--- src/rtl/chance_manager_pkg.sv ---
// Shared constants and state encoding for the chance manager and its grace timer.
// Latency: n/a (declarations only).
// Backpressure: n/a.
package chance_manager_pkg;

    localparam int INIT_CHANCES     = 3;
    localparam int MAX_CHANCES      = 5;
    localparam int CHANCE_W         = 3;
    localparam int INVINCIBLE_TICKS = 200;
    localparam int TIMER_W          = 8;

    typedef enum logic [2:0] {
        CM_IDLE    = 3'd0,
        CM_ARMING  = 3'd1,
        CM_PLAYING = 3'd2,
        CM_GRACE   = 3'd3,
        CM_DONE    = 3'd4
    } cm_state_t;

endpackage

--- src/rtl/chance_manager_grace.sv ---
// Loadable down-counter timing the post-hit invincibility window.
// Latency: LOAD takes effect next cycle; DONE is combinational from the count.
// Backpressure: none; counts freely and parks at zero.
module grace_timer #(
    parameter int                 TIMER_W  = 8,
    parameter logic [TIMER_W-1:0] LOAD_VAL = '0
) (
    input  logic CLK,
    input  logic RESET,
    input  logic LOAD,
    output logic DONE
);

    logic [TIMER_W-1:0] count_q;

    always_ff @(posedge CLK) begin
        if (RESET) begin
            count_q <= '0;
        end else if (LOAD) begin
            count_q <= LOAD_VAL;
        end else if (count_q != '0) begin
            count_q <= count_q - 1'b1;
        end
    end

    assign DONE = (count_q == '0) && !LOAD;

endmodule

--- src/rtl/chance_manager.sv ---
// Game-flow sequencer: start pulse, hurt/recover pulses, chance count, grace window, game over.
// Latency: every output is registered, 1 cycle after the sampled input.
// Backpressure: none; input pulses outside PLAYING/GRACE are dropped.
module chance_manager
    import chance_manager_pkg::*;
#(
    parameter int INIT_CHANCES_P     = INIT_CHANCES,
    parameter int MAX_CHANCES_P      = MAX_CHANCES,
    parameter int CHANCE_W_P         = CHANCE_W,
    parameter int INVINCIBLE_TICKS_P = INVINCIBLE_TICKS,
    parameter int TIMER_W_P          = TIMER_W
) (
    input  logic                  CLK,
    input  logic                  RESET,
    input  logic                  KEY_START,
    input  logic                  DROP_READY,
    input  logic                  COLLIDE,
    input  logic                  BONUS,
    output logic                  START,
    output logic                  HURT,
    output logic                  RECOVER,
    output logic                  INVINCIBLE,
    output logic                  OVER,
    output logic [CHANCE_W_P-1:0] CHANCES
);

    localparam logic [CHANCE_W_P-1:0] INIT_C = CHANCE_W_P'(INIT_CHANCES_P);
    localparam logic [CHANCE_W_P-1:0] MAX_C  = CHANCE_W_P'(MAX_CHANCES_P);
    localparam logic [CHANCE_W_P-1:0] ONE_C  = CHANCE_W_P'(1);
    localparam logic [TIMER_W_P-1:0]  GRACE_LOAD = TIMER_W_P'(INVINCIBLE_TICKS_P - 1);

    cm_state_t             state_q, state_d;
    logic                  start_q, start_d;
    logic                  hurt_q, hurt_d;
    logic                  recover_q, recover_d;
    logic                  inv_q, inv_d;
    logic                  over_q, over_d;
    logic [CHANCE_W_P-1:0] chances_q, chances_d;
    logic                  key_q;
    logic                  key_rise;
    logic                  bonus_ok;
    logic                  timer_load;
    logic                  timer_done;

    grace_timer #(
        .TIMER_W  (TIMER_W_P),
        .LOAD_VAL (GRACE_LOAD)
    ) u_grace_timer (
        .CLK   (CLK),
        .RESET (RESET),
        .LOAD  (timer_load),
        .DONE  (timer_done)
    );

    // Sampling the key during reset too means a key held through reset release is not an edge.
    always_ff @(posedge CLK) begin
        key_q <= KEY_START;
    end

    assign key_rise = KEY_START && !key_q;
    assign bonus_ok = BONUS && (chances_q < MAX_C);

    always_comb begin
        state_d    = state_q;
        start_d    = 1'b0;
        hurt_d     = 1'b0;
        recover_d  = 1'b0;
        inv_d      = inv_q;
        over_d     = over_q;
        chances_d  = chances_q;
        timer_load = 1'b0;
        case (state_q)
            CM_IDLE: begin
                if (key_rise) begin
                    start_d   = 1'b1;
                    chances_d = INIT_C;
                    state_d   = CM_ARMING;
                end
            end
            CM_ARMING: begin
                if (DROP_READY) state_d = CM_PLAYING;
            end
            CM_PLAYING: begin
                if (COLLIDE) begin
                    hurt_d = 1'b1;
                    if (chances_q > ONE_C) begin
                        chances_d  = chances_q - 1'b1;
                        inv_d      = 1'b1;
                        timer_load = 1'b1;
                        state_d    = CM_GRACE;
                    end else begin
                        chances_d = '0;
                        over_d    = 1'b1;
                        state_d   = CM_DONE;
                    end
                end else if (bonus_ok) begin
                    chances_d = chances_q + 1'b1;
                    recover_d = 1'b1;
                end
            end
            CM_GRACE: begin
                if (bonus_ok) begin
                    chances_d = chances_q + 1'b1;
                    recover_d = 1'b1;
                end
                if (timer_done) begin
                    inv_d   = 1'b0;
                    state_d = CM_PLAYING;
                end
            end
            CM_DONE: begin
                over_d = 1'b1;
            end
            default: begin
                state_d   = CM_IDLE;
                inv_d     = 1'b0;
                over_d    = 1'b0;
                chances_d = INIT_C;
            end
        endcase
    end

    always_ff @(posedge CLK) begin
        if (RESET) begin
            state_q   <= CM_IDLE;
            start_q   <= 1'b0;
            hurt_q    <= 1'b0;
            recover_q <= 1'b0;
            inv_q     <= 1'b0;
            over_q    <= 1'b0;
            chances_q <= INIT_C;
        end else begin
            state_q   <= state_d;
            start_q   <= start_d;
            hurt_q    <= hurt_d;
            recover_q <= recover_d;
            inv_q     <= inv_d;
            over_q    <= over_d;
            chances_q <= chances_d;
        end
    end

    assign START      = start_q;
    assign HURT       = hurt_q;
    assign RECOVER    = recover_q;
    assign INVINCIBLE = inv_q;
    assign OVER       = over_q;
    assign CHANCES    = chances_q;

endmodule

--- config.mk ---
export PLATFORM = sky130hd
export DESIGN_NAME = chance_manager
export DESIGN_NICKNAME = d
export VERILOG_FILES = /design/src/rtl/chance_manager_pkg.sv /design/src/rtl/chance_manager_grace.sv /design/src/rtl/chance_manager.sv
export SDC_FILE = /design/constraint.sdc
export NUM_CORES = 1
export LEC_CHECK = 0
export CAP_MARGIN = 30
export CORE_ASPECT_RATIO = 0.8
export CORE_MARGIN = 3
export CORE_UTILIZATION = 53
export DETAILED_ROUTE_END_ITERATION = 12
export PLACE_DENSITY = 0.77
export SETUP_SLACK_MARGIN = 0.3
export SLEW_MARGIN = 10
export SYNTH_ARGS = -nofsm -noshare
export SYNTH_HDL_FRONTEND = slang
export SYNTH_SLANG_ARGS = --single-unit
--- constraint.sdc ---
create_clock -name CLK -period 2.6 [get_ports CLK]
set_input_delay 0.65 -clock CLK [delete_from_list [all_inputs] [get_ports CLK]]
set_output_delay 0.65 -clock CLK [all_outputs]
set_load 0.01 [all_outputs]
### Word-level counts from Yosys, hierarchy flattened

Cells that the tools add are included.

| operators by class | value |
|---|---|
| eq/ne operators | 10 |
| reduce and logical (&&, ||, !) cells | 19 |
| div/mod/pow operators | 0 |
| bitwise operators | 6 |
| add/subtract/negate cells | 3 |
| multiply operators | 0 |
| shift operators | 0 |
| mux-type cells | 28 |
| magnitude comparators | 2 |

Operators with widths:

| operator | number |
|---|---|
| two-way mux 3 bit | 9 |
| two-way mux 8 bit | 2 |
| one-hot mux 3 bit (5 select lines) | 1 |
| two-way mux 1 bit | 12 |
| inequality test 2 bit (second input constant) | 6 |
| one-hot mux 3 bit (4 select lines) | 1 |
| zero test 8 bit | 1 |
| nonzero test 8 bit | 1 |
| OR reduction 2 bit | 4 |
| subtractor 8 x 1 -> 8 bit (second input constant) | 1 |
| == test 3 x 2 -> 1 bit (second input constant) | 2 |
| inverter 1 bit | 6 |
| one-hot mux 1 bit (3 select lines) | 2 |
| OR reduction 3 bit | 2 |
| AND reduction 5 bit | 1 |
| AND reduction 4 bit | 1 |
| adder 3 x 1 -> 3 bit (second input constant) | 1 |
| == test 3 x 1 -> 1 bit (second input constant) | 1 |
| == test 3 bit (second input constant) | 1 |
| greater-than comparator 3 x 1 -> 1 bit (second input constant) | 1 |
| logical AND 1 bit | 3 |
| zero test 3 bit | 1 |
| < comparator 3 bit (second input constant) | 1 |
| AND reduction 3 bit | 1 |
| other kinds (5) | 6 |

| storage, ports and cells | value |
|---|---|
| bits in read-only memories | 0 |
| input port bits | 6 |
| memory bits (writable) | 0 |
| memories kept | 0 |
| bits in latches | 0 |
| register bits | 20 |

### Logic depth before layout (Yosys ltp)

| logic depth | value |
|---|---|
| depth in word-level cells | 8 |
| mapped depth | 6 |
| mapped depth without buffers | 6 |

### Hierarchy

From an unflattened synthesis, not the netlist that was laid out.

| second synthesis, totals | value |
|---|---|
| cell total of the unflattened synthesis | 124 |
| area total of the unflattened synthesis | 1,076.0 sq um |

By module, submodules not included:

| module | cells each | area each (sq um) | instances |
|---|---|---|---|
| chance_manager | 76 | 650.6 | 1 |
| grace_timer | 48 | 425.4 | 1 |

### Worst setup path after synthesis

Ideal clock, no wire load.

| timing | value |
|---|---|
| path kind | register to register |
| start | register u_grace_timer.count_q[0] |
| end | register u_grace_timer.count_q[1] |
| cell stages (with the launch flop) | 7 |
| setup time | 0.070 ns |
| required time | 2.530 ns |
| period minus slack after synthesis | 1.831 ns |
| arrival time | 1.760 ns |
| path slack | 0.769 ns |
| cells stage by stage | dfxtp_1 > inv_1 > ha_1 > or4b_4 > nor4_4 > mux2_2 > a21oi_1 |

| on the way | value |
|---|---|
| word-level cells in the longest chain between the ends | 3 |
| elaborated cells on any way between the ends | 5 |

Ends and longest elaborated chain:

| what | line | text |
|---|---|---|
| start, declared | chance_manager_grace.sv:14 | `logic [TIMER_W-1:0] count_q;` |
| start signal, assigned | chance_manager_grace.sv:22 | `count_q <= count_q - 1'b1;` |
| subtractor 8 x 1 -> 8 bit | chance_manager_grace.sv:22 |  |
| two-way mux 8 bit | chance_manager_grace.sv:21 | `end else if (count_q != '0) begin` |
| two-way mux 8 bit | chance_manager_grace.sv:19 | `end else if (LOAD) begin` |

Several ways; a longest one is shown, not always the timed one. The select of a mux whose other input is x is not followed.
A chain may end at the register's enable or synchronous reset.

### Worst setup path in the final report

Same ends and word-level chain as after synthesis.

==> flow_metrics.tcl <==
set metrics [dict create \
    status "completed" \
    syn-cell-area_sq_mm 0.00104 \
    drive_gt1_share_pct 8.53 \
    core_sq_mm 0.00174 \
    cts_tree "yes" \
    synth_fp_nets 127 \
    antenna_found_initial 0 \
    cts_hold_buf 0 \
    yosys.area.top_type_share_pct 38.4 \
    async_flop_share_pct 0 \
    drc 0 \
    root_buffer "clkbuf_4" \
    cts_buffers 3 \
    synth_ff_type "dfxtp_1" \
    syn_to_final_growth_pct 15.7 \
    floorplan.die.width_um 55.6 \
    start_kind "flop" \
    setup_tns_ns 0 \
    yosysSeqAreaShare_pct 38.4 \
    cts_max_level 1 \
    start_util_pct 60.0 \
    synthMuxAreaShare_pct 4.92 \
    leakagePower_nw 0.474 \
    power.total_w 0.000950 \
    synth-simple-area-share_pct 27.6 \
    clkSinkCount 20 \
    ys_types 43 \
    vias 909 \
    synth_xor_area_share_pct 2.52 \
    cp_top_family "simple AND/OR/NAND/NOR gates" \
    clk_pin_slew_ns 0.11 \
    globalplace.congestion 0.817 \
    worstPathMaxFanout 5 \
    final_cell_mix "dfxtp_1, clkdlybuf4s50_1, nor2_1" \
    wire_per_inst_um 14.3 \
    ant_nets 0 \
    clk_path_buf_depth 2 \
    grt.overflow.total 0 \
    final_common_cell "dfxtp_1" \
    drt-initial-drc-count 20 \
    synth_top_family_by_area "simple AND/OR/NAND/NOR gates" \
    rsz0062_at_grt "false" \
    finalMaxSlewViolations 0 \
    syn_inst 118 \
    fin_skew_ns 0.00838 \
    drt_first_pass_iters 4 \
    hold_viol 0 \
    clock_latency_ns 0.30 \
    grt_pass1_wl_um 3480 \
    grt_use_total_pct 18.0 \
    io_pins 14 \
    insertedDiodeCount 0 \
    ys_ff_latch 20 \
    tightestPinTransition_ns 0.502 \
    grt_pass1_vias 750 \
    nets 140 \
    synth_compound_area_share_pct 18.9 \
    drv_cap 0 \
    fin_crit_ns 2.05 \
    viasPerCell 6.02 \
    cp_slowest_cell "or4b_4" \
    p_per_area_mw_per_mm2 787 \
    crit_arrival_ns 2.28 \
    postCtsSetupBuffers 0 \
    cp_slowest_stage_delay_ns 0.53 \
    cts_resized 0 \
    end_kind "flop" \
    utilization_pct 69.4 \
    synth_top_cell_by_area "dfxtp_1" \
    setup_viol 0 \
    max_freq_mhz 487 \
    synth_edf_count 0 \
    ir_drop_uv 586 \
    syn_area_per_cell_sq_um 8.84 \
    yosys-top-cells-area "dfxtp_1, a21oi_1, nor2_1, mux2i_1, ha_1" \
    rows 13 \
    wirelength_um 2160 \
    grt_max_degree 15 \
    port_buffers 13 \
    ys_warn_count 0 \
    yosys.area_share.adder_pct 3.60 \
    required_ns 2.83 \
    path_class "reg2reg" \
    worstPathCellList "inv_1, ha_1, or4b_4, nor4_4, mux2_2, a21oi_1" \
    fillerInstances 139 \
    chipHeight_um 45.7 \
    hp-class "reg2reg" \
    post-route-period-util_pct 79.0 \
    dp_hpwl_um 1560 \
    relSlewSlack_pct 66.4 \
    die-area_sq_mm 0.00254 \
    critPathBufInv 1 \
]
## flip-flops by register name, indices dropped and copies added (netlist names)
name and flops:
RECOVER 1, u_grace_timer.count_q 8, HURT 1, state_q 3
key_q 1, START 1, CHANCES 3, OVER 1
INVINCIBLE 1
## report_power, final
part / internal [W] / leakage, nW / switching, W
clock: 0.0000540 / 0.0138 / 0.0000888
sequential: 0.000359 / 0.164 / 0.0000675
combinational: 0.000198 / 0.296 / 0.000183
total: 0.000611 / 0.474 / 0.000339
## worst min-delay path, cell delays in order (launching register included)
cell and delay [ns]:
dfxtp_1 0.33, nand2_1 0.06, a21oi_1 0.05
## cell families (layout without fill, tap and decap cells)
family	count (synthesis)	count (layout)
mux	5	5
simple gates	47	47
buf+inv	11	22
compound gates	29	29
xor+xnor	3	3
fa+ha+maj	3	3
flops	20	20
## final cells by class
class                   instances  area (sq um)  share of cell area (%)
clock buffers                   3          22.5                    1.87
flip-flops and latches         20           400                    33.2
inverters                       5          18.8                    1.55
well taps                      22          27.5                    2.28
repair buffers                 14           138                    11.4
multi-input cells              87           601                    49.7
## layer usage
layer	track usage (%)	part of all wire, %
met4	7.28	0.79
met1	26.0	53
met5	0	0
met3	5.10	4.5
met2	25.2	42
## cell usage after synthesis (2+ instances only)
library cell,count
dfxtp_1,20
nor2_1,11
a21oi_1,9
nand2_1,7
clkbuf_1,5
inv_1,5
o21ai_0,5
mux2i_1,4
nand2b_1,4
nor3_1,4
ha_1,3
nand3_1,3
a211o_1,2
a311o_1,2
a31oi_1,2
nor2b_1,2
or3_1,2
or3b_2,2
xnor2_1,2
## metrics by stage
stage               cell area [sq um]  cells  hold slack [ns]  setup WS, ns
global placement                 1180    148            0.458         0.378
finish                           1210    151            0.484         0.546
global route                     1210    151            0.512         0.381
CTS                              1210    151            0.486         0.524
floorplan                        1040    118            0.448         0.769
detailed placement               1180    148            0.472         0.330
## worst paths after layout
kind         cells after the start                       end                      from  slack [ns]
min                              2  u_grace_timer.count_q[4]  u_grace_timer.count_q[4]        0.48
min reg2reg                      2  u_grace_timer.count_q[4]  u_grace_timer.count_q[4]        0.48
max reg2reg                      6  u_grace_timer.count_q[1]  u_grace_timer.count_q[0]        0.55
max                              6  u_grace_timer.count_q[1]  u_grace_timer.count_q[0]        0.55
Note: power is estimated with default switching activity, not from simulation.
